## config.mk

```make
export PLATFORM = sky130hd
export DESIGN_NAME = panel_scan
export DESIGN_NICKNAME = d
export VERILOG_FILES = /design/src/rtl/panel_scan.sv
export SDC_FILE = /design/constraint.sdc
export NUM_CORES = 1
export LEC_CHECK = 0
export BUFFER_PORTS_ARGS = -buffer_cell sky130_fd_sc_hd__buf_2
export CORE_MARGIN = 10
export CORE_UTILIZATION = 39
export CTS_CLUSTER_DIAMETER = 100
export DETAILED_ROUTE_END_ITERATION = 10
export HOLD_SLACK_MARGIN = 0.06
export PLACE_DENSITY = 0.55
export SYNTH_ARGS = -nofsm -noshare
export SYNTH_HDL_FRONTEND = slang
export SYNTH_SLANG_ARGS = --single-unit
```

## constraint.sdc

```tcl
create_clock -name clk_i -period 4.4 [get_ports clk_i]
set_input_delay 0.44 -clock clk_i [delete_from_list [all_inputs] [get_ports clk_i]]
set_output_delay 0.44 -clock clk_i [all_outputs]
set_load 0.01 [all_outputs]
```

## src/rtl/panel_scan.sv

```systemverilog
// Time-multiplexed 7-segment panel scanner: buffered value loading, leading-zero
// blanking, inter-digit guard interval and PWM brightness around an external decoder.
module panel_scan #(
   parameter int DIGITS    = 8,
   parameter int SLOT_BITS = 16,
   parameter int GUARD     = 4
) (
   input  logic                  clk_i,
   input  logic                  rst_n_i,
   input  logic [4*DIGITS-1:0]   value_i,
   input  logic [DIGITS-1:0]     dp_i,
   input  logic                  load_i,
   output logic                  ack_o,
   input  logic                  blank_lz_i,
   input  logic [3:0]            bright_i,
   output logic [3:0]            nibble_o,
   input  logic [7:0]            seg_i,
   output logic [7:0]            seg_o,
   output logic [DIGITS-1:0]     an_o
);

   localparam int IDX_W = (DIGITS > 1) ? $clog2(DIGITS) : 1;

   logic [SLOT_BITS-1:0]  cnt;
   logic [IDX_W-1:0]      idx;
   logic [4*DIGITS-1:0]   disp_val;
   logic [DIGITS-1:0]     disp_dp;
   logic [4*DIGITS-1:0]   pend_val;
   logic [DIGITS-1:0]     pend_dp;
   logic                  pend;

   logic                  tick;
   logic                  frame;
   logic                  hi_zero;
   logic [DIGITS-1:0]     blank_vec;
   logic                  lit;

   assign tick  = (cnt == {SLOT_BITS{1'b1}});
   assign frame = tick && (idx == IDX_W'(DIGITS - 1));

   // A digit is blanked when it and every more significant digit are zero and it has no dp.
   always_comb begin
      blank_vec = {DIGITS{1'b0}};
      hi_zero   = 1'b1;
      for (int k = DIGITS - 1; k >= 1; k--) begin
         hi_zero      = hi_zero & (disp_val[4*k +: 4] == 4'd0);
         blank_vec[k] = blank_lz_i & hi_zero & ~disp_dp[k];
      end
   end

   // GUARD >= 1 also guarantees nibble_o (and so seg_i) already reflects the current idx.
   assign lit = (cnt >= SLOT_BITS'(GUARD)) &&
                (cnt[SLOT_BITS-1 -: 4] <= bright_i) &&
                !blank_vec[idx];

   // Slot counter and digit index.
   always_ff @(posedge clk_i or negedge rst_n_i) begin
      if (!rst_n_i) begin
         cnt <= {SLOT_BITS{1'b0}};
         idx <= {IDX_W{1'b0}};
      end else begin
         cnt <= cnt + SLOT_BITS'(1);
         if (tick) begin
            if (idx == IDX_W'(DIGITS - 1)) begin
               idx <= {IDX_W{1'b0}};
            end else begin
               idx <= idx + IDX_W'(1);
            end
         end
      end
   end

   // Pending buffer capture and frame-aligned commit to the displayed value.
   always_ff @(posedge clk_i or negedge rst_n_i) begin
      if (!rst_n_i) begin
         disp_val <= {(4*DIGITS){1'b0}};
         disp_dp  <= {DIGITS{1'b0}};
         pend_val <= {(4*DIGITS){1'b0}};
         pend_dp  <= {DIGITS{1'b0}};
         pend     <= 1'b0;
         ack_o    <= 1'b0;
      end else begin
         if (frame && pend) begin
            disp_val <= pend_val;
            disp_dp  <= pend_dp;
            ack_o    <= 1'b1;
         end else begin
            ack_o    <= 1'b0;
         end
         // A capture coincident with a commit stays pending for the next frame.
         if (load_i) begin
            pend_val <= value_i;
            pend_dp  <= dp_i;
            pend     <= 1'b1;
         end else if (frame) begin
            pend     <= 1'b0;
         end
      end
   end

   // Decoder feed, then panel drive one cycle later once seg_i has settled.
   always_ff @(posedge clk_i or negedge rst_n_i) begin
      if (!rst_n_i) begin
         nibble_o <= 4'd0;
         seg_o    <= 8'h00;
         an_o     <= {DIGITS{1'b0}};
      end else begin
         nibble_o <= disp_val[{idx, 2'b00} +: 4];
         if (lit) begin
            seg_o <= {seg_i[7:1], disp_dp[idx]};
            an_o  <= {{(DIGITS-1){1'b0}}, 1'b1} << idx;
         end else begin
            seg_o <= 8'h00;
            an_o  <= {DIGITS{1'b0}};
         end
      end
   end

endmodule

```

==> reports/qor.yml <==
clock_network:
  clk_path_buf_depth: 2
  clkSinkCount: 121
  cts_setup_buffers: 0
  cts.clk_slew.worst_paths_ps: 50
  cts_resized: 0
  insertion_delay_ps: 410
  hold_buffers: 0
  cts_tree: "yes"
  numCtsBuffers: 17
  htree_num_levels: 4
  cts-root-buf: "clkbuf_16"
placement:
  dp_slack_ps: 1260
  dp.cells: 605
  hpwl_um: 7400
  io_buffers: 75
  gp_congestion: 0.727
global_route:
  first_global_vias: 3578
  grt_first_pass_wirelength_um: 17800
  grt_overflow_total: 0
  grt_antenna_before_repair: 0
  grt_usage_pct: 12.3
  grt_max_degree: 86
timing:
  tns_ps: 0
  relSlewSlack_pct: 29.6
  worst_pin_slew_ps: 1060
  finalHoldViolCount: 0
  rsz0062_at_grt: "false"
  finalSetupViolations: 0
  fin_crit_ps: 3080
  setup_ws_ps: 1320
  worst_hold_slack_ps: 205
  finalCritPeriodShare_pct: 70.1
  drv_slew: 0
  finalClockSkew_ps: 10.1
  fmax_mhz: 324
run_status:
  outcome: "finished clean"
synthesis:
  yosysMostFrequentCell: "dfrtp_1"
  synth_nets: 438
  avgSynthCellArea_um2: 14.0
  ys_seq_elements: 121
  synthCells: 370
  synth-edff-count: 0
  netlist.area_leader.share_pct: 58.3
  synth_area_leaders: "dfrtp_1 (58%), mux2_2 (17%), mux4_2 (3.9%)"
  synth_cell_types: 41
  ys_seq_area_share_pct: 58.3
  synth_warnings: 0
  yosysTopAreaCell: "dfrtp_1"
  synth_commonest_cells: "dfrtp_1 (121), mux2_2 (77), nand2_1 (25)"
  async_reset_ff_share_pct: 100
  synth_ff_type: "dfrtp_1"
  syn_area_um2: 5190
floorplanning:
  start_util_pct: 39.5
  core_um2: 13100
  die_w_um: 135
  rows: 42
  ioPinCount: 77
  die_h_um: 135
  die_area_um2: 18300
setup_path:
  end_kind: "register"
  cpMostUsedCell: "or4_4"
  arrival_ps: 3330
  critPathKind: "reg2reg"
  cp_slowest_stage_delay_ps: 680
  cp_cell_sequence: "or4_4, or4_4, a2111oi_0, or3_1, nor3b_1"
  worst_setup_path_start_kind: "register"
  crit_path_top_delay_cell: "or3_1"
  crit_required_ps: 4650
  crit_fanout: 16
detailed_routing:
  wl_per_cell_um: 16.4
  drc: 0
  vias_per_cell: 4.92
  wl_um: 10500
  drt_pass1_iterations: 4
  final_antenna_net_count: 0
  drt-initial-drc-count: 115
  num_vias: 3137
run:
  maxCapViolCount: 0
final_layout:
  nets: 516
  final_cells: 637
  syn_to_final_growth_pct: 21.5
  multiInputGateArea_um2: 2020
  fillers: 1231
  antenna_cells: 0
  seq_area_um2: 3030
  drive_gt1_share_pct: 44.3
min_path:
  hp-class: "in2async"
pwr:
  p_leak_nw: 3.08
  ir_drop_mv: 0.252
  finalPower_mw: 2.68
  p_per_area_nw_per_um2: 424
-- sequential cells by signal, indices dropped and copies added (netlist names) --
register  count
ack_o         1
an_o          8
cnt          16
disp_dp       8
disp_val     32
idx           3
nibble_o      4
pend          1
pend_dp       8
pend_val     32
seg_o         8
-- layout by cell type, fill, tap and decap left out, types with 6 or more instances in the layout --
| cell type | count |
|---|---|
| and3_1 | 6 |
| buf_2 | 74 |
| clkbuf_16 | 17 |
| dfrtp_1 | 121 |
| ha_1 | 12 |
| inv_1 | 10 |
| mux2_2 | 77 |
| mux4_2 | 9 |
| nand2_1 | 25 |
| nand3_1 | 6 |
| nor2_1 | 7 |
| nor3b_1 | 6 |
| nor3b_2 | 6 |
| xnor2_1 | 9 |
-- per-layer routing --
layer | global-route usage [%] | part of all wire (%) | vias up
met3 | 4.38 | 5.6 | 14
met2 | 19.5 | 48 | 73
met4 | 5.68 | 1.8 | 0
met1 | 14.8 | 45 | 1573
met5 | 0 | 0 | -
li1 | - | - | 1477
-- power breakdown --
part | internal [mW] | total (mW) | switching [mW]
registers | 1.16 | 1.18 | 0.0215
clock network | 0.931 | 1.39 | 0.460
logic | 0.0586 | 0.109 | 0.0508
-- area by class of cell --
cell class,instances,share of cell area (%)
Sequential cell,121,48.0
Multi-Input combinational cell,220,32.1
Clock buffer,24,7.63
Timing Repair Buffer,78,6.35
Tap cell,176,3.49
Clock inverter,8,1.86
Inverter,10,0.595
-- worst max-delay path: cells and delay by family (launching register included) --
family | cells | cell delay, ps
and+or+nand+nor | 4 | 1900
AOI/OAI and AO/OA | 1 | 640
DFF | 1 | 390
-- metrics by stage --
step	utilization, %	cell area (um^2)
2_1_floorplan	-	5190
3_3_place_gp	43.5	5710
3_5_place_dp	43.5	5710
4_1_cts	48.0	6310
5_1_grt	48.0	6310
6_report	48.0	6310
-- final timing paths --
kind	start	end	slack, ps	depth (start not counted)
hold reg to reg	pend	pend	490	1
max in group asynchronous	rst_n_i	cnt[3]	3110	2
min in group clk_i	value_i[21]	pend_val[21]	260	2
setup / recovery	disp_val[27]	an_o[1]	1320	5
hold / removal	rst_n_i	seg_o[6]	210	1
setup reg to reg	disp_val[27]	an_o[1]	1320	5
-- logic make-up after synthesis --
group / count (synthesis) / share of synthesized area (%)
xor+xnor: 14 / 2.36
flops: 121 / 58.3
fa+ha+maj: 12 / 2.89
simple gates: 90 / 10.7
compound gates: 14 / 1.59
mux: 90 / 21.4
buf+inv: 29 / 2.72
Note: power is estimated with default switching activity, not from simulation.
